<file path="src/rtl/uart_pkg.sv">
// Shared types and constants for the UART transmit/receive blocks.
package uart_pkg;

  typedef enum logic [2:0] {
    IDLE,
    START,
    DATA,
    PARITY,
    STOP
  } tx_state_t;

  localparam logic [1:0] PAR_NONE = 2'b00;
  localparam logic [1:0] PAR_EVEN = 2'b01;
  localparam logic [1:0] PAR_ODD  = 2'b10;

  // Mode 11 is treated as no parity.
  function automatic logic parity_enabled(input logic [1:0] mode);
    return (mode == PAR_EVEN) || (mode == PAR_ODD);
  endfunction

endpackage

</file>
<file path="src/rtl/uart_baud_tick.sv">
// Bit-period timer: one-cycle tick on the last cycle of each CLK_PER_BIT period.
module uart_baud_tick #(
  parameter int CLK_PER_BIT = 87,
  parameter int CNT_W       = $clog2(CLK_PER_BIT)
) (
  input  logic clk,
  input  logic rst,
  input  logic en,
  output logic tick
);

  localparam logic [CNT_W-1:0] TERM = CNT_W'(CLK_PER_BIT - 1);

  logic [CNT_W-1:0] cnt;

  always_ff @(posedge clk or posedge rst) begin
    if (rst) begin
      cnt <= '0;
    end else if (!en || cnt == TERM) begin
      cnt <= '0;
    end else begin
      cnt <= cnt + CNT_W'(1);
    end
  end

  assign tick = en && (cnt == TERM);

endmodule

</file>
<file path="src/rtl/uart_tx_cfg.sv">
// UART transmitter with parametrised data width and per-frame parity / stop-bit selection.
// Optional line-break request port enabled by defining UART_TX_BREAK_EN.
module uart_tx_cfg
  import uart_pkg::*;
#(
  parameter int CLK_PER_BIT = 87,
  parameter int DATA_BITS   = 8,
  parameter int CNT_W       = $clog2(CLK_PER_BIT)
) (
  input  logic                 clk,
  input  logic                 rst,
  input  logic                 i_tx_dv,
  input  logic [DATA_BITS-1:0] i_tx_byte,
  input  logic [1:0]           i_parity_mode,
  input  logic                 i_two_stop,
`ifdef UART_TX_BREAK_EN
  input  logic                 i_tx_break,
`endif
  output logic                 o_tx_ready,
  output logic                 o_tx_active,
  output logic                 o_tx_serial,
  output logic                 o_tx_done
);

  if (CLK_PER_BIT < 2) begin : g_bad_clk_per_bit
    $error("uart_tx_cfg: CLK_PER_BIT must be >= 2");
  end
  if (DATA_BITS < 5 || DATA_BITS > 9) begin : g_bad_data_bits
    $error("uart_tx_cfg: DATA_BITS must be in 5..9");
  end

  localparam int              IDX_W    = $clog2(DATA_BITS);
  localparam logic [IDX_W-1:0] LAST_IDX = IDX_W'(DATA_BITS - 1);

  tx_state_t            state, state_n;
  logic [IDX_W-1:0]     idx, idx_n;
  logic                 stop_cnt, stop_n;
  logic [DATA_BITS-1:0] data_q;
  logic [1:0]           mode_q;
  logic                 two_q;
  logic                 load;
  logic                 tick;
  logic                 brk;
  logic                 brk_idle;
  logic                 par_bit;
  logic                 serial_n, ready_n, active_n, done_n;

`ifdef UART_TX_BREAK_EN
  assign brk = i_tx_break;
`else
  assign brk = 1'b0;
`endif

  // Break only takes hold once the FSM is already idle, so the done cycle still reports ready.
  assign brk_idle = brk && (state == IDLE);
  assign par_bit  = (^data_q) ^ (mode_q == PAR_ODD);

  uart_baud_tick #(
    .CLK_PER_BIT (CLK_PER_BIT),
    .CNT_W       (CNT_W)
  ) u_baud (
    .clk  (clk),
    .rst  (rst),
    .en   (state != IDLE),
    .tick (tick)
  );

  always_comb begin
    state_n = state;
    idx_n   = idx;
    stop_n  = stop_cnt;
    load    = 1'b0;
    done_n  = 1'b0;
    case (state)
      IDLE: begin
        if (i_tx_dv && !brk) begin
          state_n = START;
          load    = 1'b1;
        end
      end
      START: begin
        if (tick) begin
          state_n = DATA;
          idx_n   = '0;
        end
      end
      DATA: begin
        if (tick) begin
          if (idx == LAST_IDX) begin
            state_n = parity_enabled(mode_q) ? PARITY : STOP;
            stop_n  = 1'b0;
          end else begin
            idx_n = idx + IDX_W'(1);
          end
        end
      end
      PARITY: begin
        if (tick) begin
          state_n = STOP;
          stop_n  = 1'b0;
        end
      end
      STOP: begin
        if (tick) begin
          if (stop_cnt == two_q) begin
            state_n = IDLE;
            done_n  = 1'b1;
          end else begin
            stop_n = 1'b1;
          end
        end
      end
      default: state_n = IDLE;
    endcase

    // Line and status outputs are registered from the next state.
    serial_n = 1'b1;
    case (state_n)
      IDLE:    serial_n = ~brk_idle;
      START:   serial_n = 1'b0;
      DATA:    serial_n = data_q[idx_n];
      PARITY:  serial_n = par_bit;
      STOP:    serial_n = 1'b1;
      default: serial_n = 1'b1;
    endcase
    ready_n  = (state_n == IDLE) && !brk_idle;
    active_n = (state_n != IDLE);
  end

  always_ff @(posedge clk or posedge rst) begin
    if (rst) begin
      state       <= IDLE;
      idx         <= '0;
      stop_cnt    <= 1'b0;
      data_q      <= '0;
      mode_q      <= PAR_NONE;
      two_q       <= 1'b0;
      o_tx_serial <= 1'b1;
      o_tx_ready  <= 1'b1;
      o_tx_active <= 1'b0;
      o_tx_done   <= 1'b0;
    end else begin
      state       <= state_n;
      idx         <= idx_n;
      stop_cnt    <= stop_n;
      o_tx_serial <= serial_n;
      o_tx_ready  <= ready_n;
      o_tx_active <= active_n;
      o_tx_done   <= done_n;
      if (load) begin
        data_q <= i_tx_byte;
        mode_q <= i_parity_mode;
        two_q  <= i_two_stop;
      end
    end
  end

endmodule

</file>
<file path="config.mk">
export PLATFORM = sky130hd
export DESIGN_NAME = uart_tx_cfg
export DESIGN_NICKNAME = d
export VERILOG_FILES = /design/src/rtl/uart_pkg.sv /design/src/rtl/uart_baud_tick.sv /design/src/rtl/uart_tx_cfg.sv
export SDC_FILE = /design/constraint.sdc
export NUM_CORES = 1
export LEC_CHECK = 0
export ABC_AREA = 0
export BUFFER_PORTS_ARGS = -buffer_cell sky130_fd_sc_hd__buf_4
export CORE_MARGIN = 8
export CORE_UTILIZATION = 57
export DETAILED_ROUTE_END_ITERATION = 10
export PLACE_DENSITY = 0.77
export SYNTH_ARGS = -nofsm -noshare
export SYNTH_HDL_FRONTEND = slang
export SYNTH_SLANG_ARGS = --single-unit
</file>
<file path="constraint.sdc">
create_clock -name clk -period 2.1 [get_ports clk]
set_input_delay 0.105 -clock clk [delete_from_list [all_inputs] [get_ports clk]]
set_output_delay 0.105 -clock clk [all_outputs]
set_load 0.03 [all_outputs]
</file>
==> Yosys cells after proc, flatten, opt, wreduce, memory -nomap -nowiden <==
Cells that the tools add are included.
{ "totals": {"ram_bits": 0, "reg_bits": 29, "romBits": 0, "latch_bits": 0, "mem_count": 0, "output_inout_bits": 4, "in_bits": 14} }
{ "classes": {"bitwise": 1, "mux": 28, "div_mod_pow": 0, "add_sub_neg": 2, "reduce_logical": 11, "shifts": 0, "multipliers": 0, "order_cmp": 1, "eq_ne": 17} }
{ "ops": {"columns": ["operator", "count"], "rows": [
  ["two-way mux 3 bit", 11],
  ["case mux 3 bit (5 select lines)", 1],
  ["equality test 3 x 2 -> 1 bit, second input constant", 4],
  ["two-way mux 1 bit", 11],
  ["inequality test 2 bit, second input constant", 5],
  ["nonzero test 3 bit", 3],
  ["parity 8 bit", 1],
  ["adder 7 x 1 -> 7 bit, second input constant", 1],
  ["equality test 7 bit, second input constant", 1],
  ["two-way mux 7 bit", 1],
  ["equality test 3 x 1 -> 1 bit, second input constant", 2],
  ["equality test 3 bit, second input constant", 2],
  ["logical NOT 3 bit", 2],
  ["case mux 1 bit (3 select lines)", 2],
  ["case mux 3 bit (2 select lines)", 1],
  ["AND reduction 6 bit", 1],
  ["less-than comparator 3 x 4 -> 1 bit, second input constant", 1],
  ["adder 3 x 1 -> 3 bit, second input constant", 1],
  ["binary-select mux 1 bit (select 3 bit)", 1],
  ["equality test 2 x 1 -> 1 bit, second input constant", 1],
  ["equality test 2 bit, second input constant", 1],
  ["logical OR 1 bit", 2],
  ["equality test 1 bit", 1],
  ["logical AND 1 bit", 1],
  ["2 further kinds", 2]
]} }

==> Longest topological paths before layout <==
Gate-level depths: netlist of the first run.
{ "logic_depth": {"word_depth": 8, "mapped_depth": 8, "depth_no_buf": 8} }

==> By module <==
From an unflattened synthesis of the first run, not the netlist that was laid out.
{ "hier_totals": {"cells_unflattened": 150, "hier_area_um2": 1605.3} }
{ "by_module_without_submodules": {"columns": ["mod", "instances", "area_per_inst_um2", "seq_area_each_um2", "cells_each"], "rows": [
  ["uart_tx_cfg", 1, 1256.2, 553.0, 116],
  ["uart_baud_tick", 1, 349.1, 175.2, 34]
]} }

==> Least setup slack after synthesis of the first run <==
OpenSTA, ideal clock, no wires.
{ "synth_timing": {"kind": "register to register", "start": "register u_baud.cnt[0]", "end": "register o_tx_serial", "stages_incl_launch_ff": 9, "n_path_buf": 0, "setup_ps": 105, "path_slack_ps": 147, "t_arrival_ps": 1848, "required_time_ps": 1995, "path_cell_list": "dfrtp_1 inv_1 ha_1 nand4b_1 nor3_2 a41oi_4 mux2_4 o2bb2ai_1 o41ai_1"} }
{ "synth_between": {"elab_chain_cells": 7, "word_cells_on_any_way": 16, "classes_between": "eq/ne: 4; mux: 11; reduce/logical: 1"} }
{ "synth_lines": {"columns": ["item", "line", "rtl"], "rows": [
  ["start, declared", "uart_baud_tick.sv:14", "logic [CNT_W-1:0] cnt;"],
  ["start signal, assigned", "uart_baud_tick.sv:22", "cnt <= cnt + CNT_W'(1);"],
  ["equality test 7 bit *", "uart_baud_tick.sv:26", "assign tick = en && (cnt == TERM);"],
  ["logical AND 1 bit *", "uart_baud_tick.sv:26", null],
  ["two-way mux 3 bit, on equally long branches", "uart_tx_cfg.sv:88, uart_tx_cfg.sv:82", null],
  ["case mux 3 bit (2 select lines) *", "uart_tx_cfg.sv:74", "case (state)"],
  ["named net idx_n[0]", "uart_tx_cfg.sv:36", "logic [IDX_W-1:0] idx, idx_n;"],
  ["binary-select mux 1 bit (select 3 bit) *", "uart_tx_cfg.sv:121", "DATA: serial_n = data_q[idx_n];"],
  ["two-way mux 1 bit (implied by the code) *", "uart_tx_cfg.sv:121", null],
  ["case mux 1 bit (3 select lines) *", "uart_tx_cfg.sv:118", "case (state_n)"],
  ["named net serial_n", "uart_tx_cfg.sv:46", "logic serial_n, ready_n, active_n, done_n;"],
  ["end signal, assigned", "uart_tx_cfg.sv:146", "o_tx_serial <= serial_n;"],
  ["end, declared", "uart_tx_cfg.sv:21", "output logic o_tx_serial,"]
]} }
The timed path passes the listed nets; every way through them passes the cells marked *. The select of a mux whose other input is x is not followed.
A chain may end at the register's enable or synchronous reset.

==> Final worst setup path of the first run <==
Ends and elaborated chain as after synthesis.

==> key figures, run 1 <==
Run status
  • Failing checks: setup timing
  • Run status: finished with violations

Worst setup path
  • Crit path launch type: flop
  • Crit-path leading delay family: compound AO/OA/AOI/OAI gates
  • FF-to-FF path depth: 8
  • Req. time, crit path: around 2.3 ns
  • Reg2reg start: u_baud.cnt[0]$_DFF_PP0_
  • Crit-path cells: inv_1 -> ha_1 -> and4b_2 -> a41oi_2 -> a41oi_4 -> mux2i_1 -> and3_1 -> o41ai_2
  • Critical-path top delay cell: dfrtp_1
  • Nature of the critical path endpoint: flop
  • Max stage delay on crit path: 0.41 ns
  • R2r setup slk: -0.002 ns
  • Reg2reg end: o_tx_serial$_DFF_PP1_
  • CP arrival: around 2.3 ns
  • CP bufs+invs: 1
  • Worst Path Class, Setup: reg2reg
  • CP max FO: 6

Floorplan
  • Initial core utilization: between 50% and 60%
  • Width of the chip: 68.0 um
  • Die Height: around 70 um
  • Die footprint: around 4600 sq um
  • IO Pins: 18
  • Row Count: 19
  • Core area: approximately 2700 sq um

Clock tree
  • Clock latency on the worst-skew pair: approximately 0.33 ns
  • Clk buf depth: 2
  • H-tree levels: 2
  • CTS tree: done
  • Total CTS buffers: 5
  • Clk sinks: 29
  • Root buf cell: clkbuf_4
  • Worst-path clk slew: around 0.090 ns

Hold path
  • HP Class: in2reg
  • Worst Hold Depth: 2
  • Hold_sp: i_two_stop
  • Destination of the worst hold path: two_q$_DFFE_PP0P_

Synthesis
  • Syn Nets: between 150 and 200
  • Count of flip-flops with a built-in enable after synthesis: 0
  • Asr flop ratio synth: between 90% and 100%
  • Synth Cell Area: 1540 sq um
  • Synth warn: 0
  • Synthesized area per cell: ~12 sq um
  • Dominant synthesized flop cell: dfrtp_1
  • Mapped Cells: roughly 130
  • FF+latch count, synth: 29
  • Yosys cell types: 48
  • Proportion of synthesized chip area in sequential cells: a little under half

Global routing
  • Grt ovf: 0
  • GRT Util Overall: roughly 17%
  • Grt peak-use layer: met2
  • GR Layer Usage met1: between 20 and 25%
  • First-pass GRT wire length: 5640 um
  • Met2 Use GR: roughly a quarter
  • Vias in the first global route: roughly 1200
  • Largest net degree at the start of global routing: 17
  • Met3 Use GR: ~4.4%
  • Initial antenna violation count: 0

STA
  • Final Max Slew Viols: 0
  • Worst hold slack: between 0.02 and 0.025 ns
  • FMAX: between 0.4 and 0.5 GHz
  • Unrepaired setup endpoints after global routing: true
  • PnR worst setup slack: -0.00168 ns
  • Setup TNS Final: -0.00168 ns
  • Slew margin rel.: roughly two thirds
  • Measured slew at the worst slew-check pin: 0.526 ns
  • Crit path time final: 2.10 ns
  • Final setup fails: 1
  • Clock Skew: 0.00754 ns
  • Period Utilization, post-route: 100%
  • Final-report hold violation count: 0

Run
  • Max-cap violation count: 0

Detailed routing
  • Via count: around 1200
  • WL/cell: 16.6 um
  • TritonRoute pass-1 iters: 4
  • DRT Wirelength: ~3400 um
  • Initial DRC Count: 54
  • DRT antenna net count: 0
  • Vias/cell: ~5.7
  • DRC: 0

Cells and area
  • # diodes: 0
  • Area Growth Syn to Fin: 28.9%
  • Fraction of layout instances using a drive strength above 1: a little over a third
  • Cell area after layout: around 2000 sq um
  • Layout Nets: around 190
  • Filler Cells Inserted: around 170
  • Most frequent cells in the layout: 27 x dfrtp_1, 27 x buf_4, 11 x dlygate4sd3_1

Placement
  • HPWL Detailed: 2290 um
  • Global placement routability congestion: between 0.9 and 1
  • DP Area: approximately 1700 sq um
  • IO buf count: 17

Power and ir drop
  • Overall Power: ~2.0 mW
  • Static Leak: between 0.8 and 0.9 nW
  • Power Density: 987 nW/um^2
  • Peak VDD IR: 1.05 mV
how the worst max path moves through the flow:
stage / startpoint / to / slack (ns) / cells past startpoint
floorplan: u_baud.cnt[0]$_DFF_PP0_ / o_tx_serial$_DFF_PP1_ / 0.15 / 8
global placement: u_baud.cnt[0]$_DFF_PP0_ / o_tx_serial$_DFF_PP1_ / 0.06 / 8
detailed placement: u_baud.cnt[0]$_DFF_PP0_ / o_tx_serial$_DFF_PP1_ / 0.004 / 8
CTS: u_baud.cnt[0]$_DFF_PP0_ / o_tx_serial$_DFF_PP1_ / 0.0006 / 8
global route: u_baud.cnt[0]$_DFF_PP0_ / o_tx_serial$_DFF_PP1_ / -0.1 / 8
finish: u_baud.cnt[0]$_DFF_PP0_ / o_tx_serial$_DFF_PP1_ / -0.002 / 8
sequential cells by signal, indices dropped and copies added (netlist names):
register,count
o_tx_done,1
mode_q,2
idx,3
state,3
o_tx_active,1
u_baud.cnt,7
o_tx_serial,1
data_q,8
o_tx_ready,1
stop_cnt,1
two_q,1
cell families after synthesis:
kind of cell / share of synthesized area, %
AO/OA/AOI/OAI: 13.8
XOR/XNOR: 8.27
adder cells (fa/ha/maj): 3.24
buffers and inverters: 3.16
flip-flops: 47.2
multiplexers: 9.56
AND/OR/NAND/NOR: 14.8
cell usage after synthesis, types with 2 or more instances:
library cell | count | share of area [%]
nand3_1 | 4 | 1.3
nand4b_1 | 2 | 1.1
o21a_1 | 2 | 0.97
mux2i_1 | 2 | 1.3
nor2b_1 | 2 | 0.81
nand2_1 | 6 | 1.5
dfstp_2 | 2 | 3.4
xnor2_1 | 9 | 5.1
inv_1 | 6 | 1.5
nor2_1 | 11 | 2.7
nor3_1 | 2 | 0.65
ha_1 | 4 | 3.2
mux2_2 | 10 | 7.3
or2_2 | 2 | 0.81
a21oi_1 | 5 | 1.6
and3_1 | 2 | 0.81
xor2_1 | 3 | 1.7
o21ai_0 | 2 | 0.65
dfrtp_1 | 27 | 44
nand2b_1 | 2 | 0.81
a31oi_1 | 2 | 0.81
power breakdown:
part,switching (mW),total [mW],internal [mW],leakage [nW]
Clock,0.193,0.477,0.284,0.0455
Combinational,0.291,0.664,0.373,0.466
Sequential,0.133,0.824,0.691,0.358
Total,0.617,1.97,1.35,0.870
stage by stage:
stage,std cells,util (%),setup WS (ns)
floorplan,134,-,0.147
global placement,185,65.2,0.0615
detailed placement,185,65.2,0.00394
CTS,204,73.1,0.000637
global route,207,74.8,-0.0993
finish,207,74.8,-0.00168
repair_timing:
action	4_1_cts	5_1_grt
resized for setup	3	4
pin swaps	0	4
hold buffers	11	0
buffers inserted	0	3
hold endpoints to repair	23	0
endpoints found under the setup margin	1	3
gates cloned	0	0
final cells by class:
class                   count  area (sq um)  share of cell area (%)
multi-input cells          95           803                    40.4
flip-flops and latches     29           728                    36.6
repair buffers             38           313                    15.7
clock buffers               7          55.1                    2.77
well taps                  31          38.8                    1.95
clock inverters             1          30.0                    1.51
inverters                   6          22.5                    1.13
routing by layer:
| layer | share of wire, % | up-vias |
|---|---|---|
| li1 | - | 564 |
| met1 | 44 | 574 |
| met2 | 51 | 29 |
| met3 | 3.5 | 8 |
| met4 | 2.2 | 0 |
| met5 | 0 | - |
Note: power is estimated with default switching activity, not from simulation.
==> run 2: changes to the inputs <==
- CTS_BUF_LIST: unset -> sky130_fd_sc_hd__clkbuf_8 sky130_fd_sc_hd__clkbuf_16
- GPL_TIMING_DRIVEN: unset -> 0
==> run 2 against run 1 <==
Compared with the run above: the flow still finishes with violations (setup timing); register-to-register slack got worse by 0.06 ns; combinational power is 2% lower; worst setup slack worse by 0.065 ns; core utilization is 1.7 points lower; first-iteration DRC count rose by 20%.
==> key figures, run 2 (synthesis results as in run 1) <==
Run status
  • Run status: finished with violations
  • Failing checks: setup timing

STA
  • FMAX: ~0.46 GHz
  • Clock Skew: 0.00195 ns
  • Period Utilization, post-route: 103%
  • Final-report hold violation count: 0
  • PnR worst setup slack: -0.0662 ns
  • Final Max Slew Viols: 0
  • Unrepaired setup endpoints after global routing: true
  • Final setup fails: 1
  • Measured slew at the worst slew-check pin: ~1.1 ns
  • Crit path time final: 2.17 ns
  • Slew margin rel.: between 20% and 30%

Detailed routing
  • TritonRoute pass-1 iters: 4
  • Via count: roughly 1100
  • DRT antenna net count: 0
  • DRC: 0
  • WL/cell: approximately 17 um
  • Vias/cell: slightly below 6
  • DRT Wirelength: 3410 um
  • Initial DRC Count: 65

Worst setup path
  • Req. time, crit path: between 2 and 2.5 ns
  • Critical-path top delay cell: dfrtp_1
  • Crit path launch type: flop
  • Crit-path cells: inv_1 -> ha_2 -> and4b_2 -> a41oi_2 -> a41oi_4 -> mux2i_1 -> and3_1 -> o41ai_2
  • Max stage delay on crit path: 0.40 ns
  • CP arrival: between 2 and 2.5 ns
  • Nature of the critical path endpoint: flop
  • CP max FO: 6
  • Crit-path leading delay family: compound AO/OA/AOI/OAI gates
  • CP bufs+invs: 1
  • Worst Path Class, Setup: reg2reg

Power and ir drop
  • Sw Pwr: 621 uW
  • Flop pwr share: 41.5%
  • Static Leak: about 0.85 nW
  • Comb power frac: 33.0%
  • Peak VDD IR: approximately 0.86 mV
  • Clock network power share: between 20% and 30%
  • Power Density: 1020 nW/um^2
  • Sw Ratio: a little under a third
  • Internal power: roughly 1.4 mW
  • Overall Power: roughly 2 mW

Cells and area
  • Regs by FF count: data_q: 8 flops, u_baud.cnt: 7 flops
  • Max FFs per register: 8
  • Most frequent cells in the layout: 27 x dfrtp_1, 25 x buf_4, 10 x nor2_1, 10 x mux2_2, 9 x xnor2_1
  • Top reg by flops: data_q
  • Area Growth Syn to Fin: 25.9%
  • Layout Nets: around 180
  • Reg area: roughly 730 sq um
  • Final Core Density: 73.0%
  • Fraction of layout instances using a drive strength above 1: a little over two fifths
  • # diodes: 0
  • Filler Cells Inserted: about 190
  • Multi-input gate area: between 800 and 900 sq um
  • Commonest non-fill, non-tap cell in the layout: dfrtp_1

Floorplan
  • Row Count: 19
  • IO Pins: 18
  • Core area: approximately 2700 sq um
  • Width of the chip: between 60 and 70 um
  • Die Height: slightly below 70 um
  • Die footprint: roughly 4600 sq um
  • Initial core utilization: between 50 and 60%

Clock tree
  • H-tree levels: 2
  • Root buf cell: clkbuf_8
  • Worst-path clk slew: approximately 0.06 ns
  • Clock latency on the worst-skew pair: around 0.28 ns
  • Total CTS buffers: 5
  • CTS tree: done
  • Clk sinks: 29
  • Clk buf depth: 2

Global routing
  • GRT Util Overall: between 15 and 20%
  • Largest net degree at the start of global routing: 30
  • First-pass GRT wire length: between 5000 and 6000 um
  • Initial antenna violation count: 0
  • Vias in the first global route: between 1000 and 1500
  • Grt ovf: 0

Placement
  • Dpl ws: -0.137 ns
  • IO buf count: 17
  • Global placement routability congestion: approximately 0.96
  • HPWL Detailed: 2250 um

Run
  • Max-cap violation count: 0

Hold path
  • HP Class: in2reg
run 2: metrics by stage:
step | cells | setup TNS (ns) | cell area, sq um | hold slack, ns
4_1_cts | 191 | -0.0647 | 1860 | 0.0398
3_5_place_dp | 182 | -0.715 | 1710 | 0.337
6_report | 197 | -0.0662 | 1940 | 0.0459
5_1_grt | 197 | -0.136 | 1940 | 0.0461
3_3_place_gp | 182 | -0.0978 | 1710 | 0.309
2_1_floorplan | 134 | 0 | 1540 | 0.182
run 2: power groups by stage:
stage          clock (mW)  combinational (mW)  sequential, mW
2_1_floorplan           0               0.469           0.806
3_3_place_gp            0               0.573           0.811
3_5_place_dp            0               0.591           0.822
4_1_cts             0.517               0.625           0.817
5_1_grt             0.545               0.712           0.837
6_report            0.505               0.652           0.819
run 2: layout make-up:
class                   count  area share [%]
plain buffers               3            1.35
inverters                   6            1.16
repair buffers             25            9.85
multi-input cells          95            43.0
clock buffers               7            4.95
clock inverters             1           0.257
flip-flops and latches     29            37.5
well taps                  31            1.99
run 2: routing by layer:
metal / up-vias / global-route usage, % / share of wire [%]
li1: 540 / - / -
met1: 564 / 18.8 / 44
met2: 36 / 24.9 / 49
met3: 8 / 5.73 / 4.9
met4: 0 / 8.18 / 1.9
met5: - / 0 / 0
run 2: final timing paths:
| check | to | cells past startpoint | startpoint | slack, ns |
|---|---|---|---|---|
| worst max-delay path | o_tx_serial$_DFF_PP1_ | 8 | u_baud.cnt[0]$_DFF_PP0_ | -0.07 |
| worst min-delay path | mode_q[0]$_DFFE_PP0P_ | 3 | i_parity_mode[0] | 0.05 |
| worst max register to register | o_tx_serial$_DFF_PP1_ | 8 | u_baud.cnt[0]$_DFF_PP0_ | -0.07 |
| worst min register to register | u_baud.cnt[0]$_DFF_PP0_ | 1 | u_baud.cnt[0]$_DFF_PP0_ | 0.48 |
| max in group asynchronous | o_tx_active$_DFF_PP0_ | 2 | rst | 1.34 |
| min in group asynchronous | u_baud.cnt[1]$_DFF_PP0_ | 2 | rst | 0.10 |
run 2: worst min-delay path: cells and delay by family:
family	cells	cell delay, ns
and+or+nand+nor	1	0.03
buffers and inverters	1	0.08
AOI/OAI and AO/OA	1	0.07
run 2: timing repair:
item | 4_1_cts | 5_1_grt
setup endpoints to repair | 9 | 11
hold buffers | 0 | 0
pin swaps | 3 | 7
gates resized for setup | 8 | 10
buffers inserted | 1 | 7
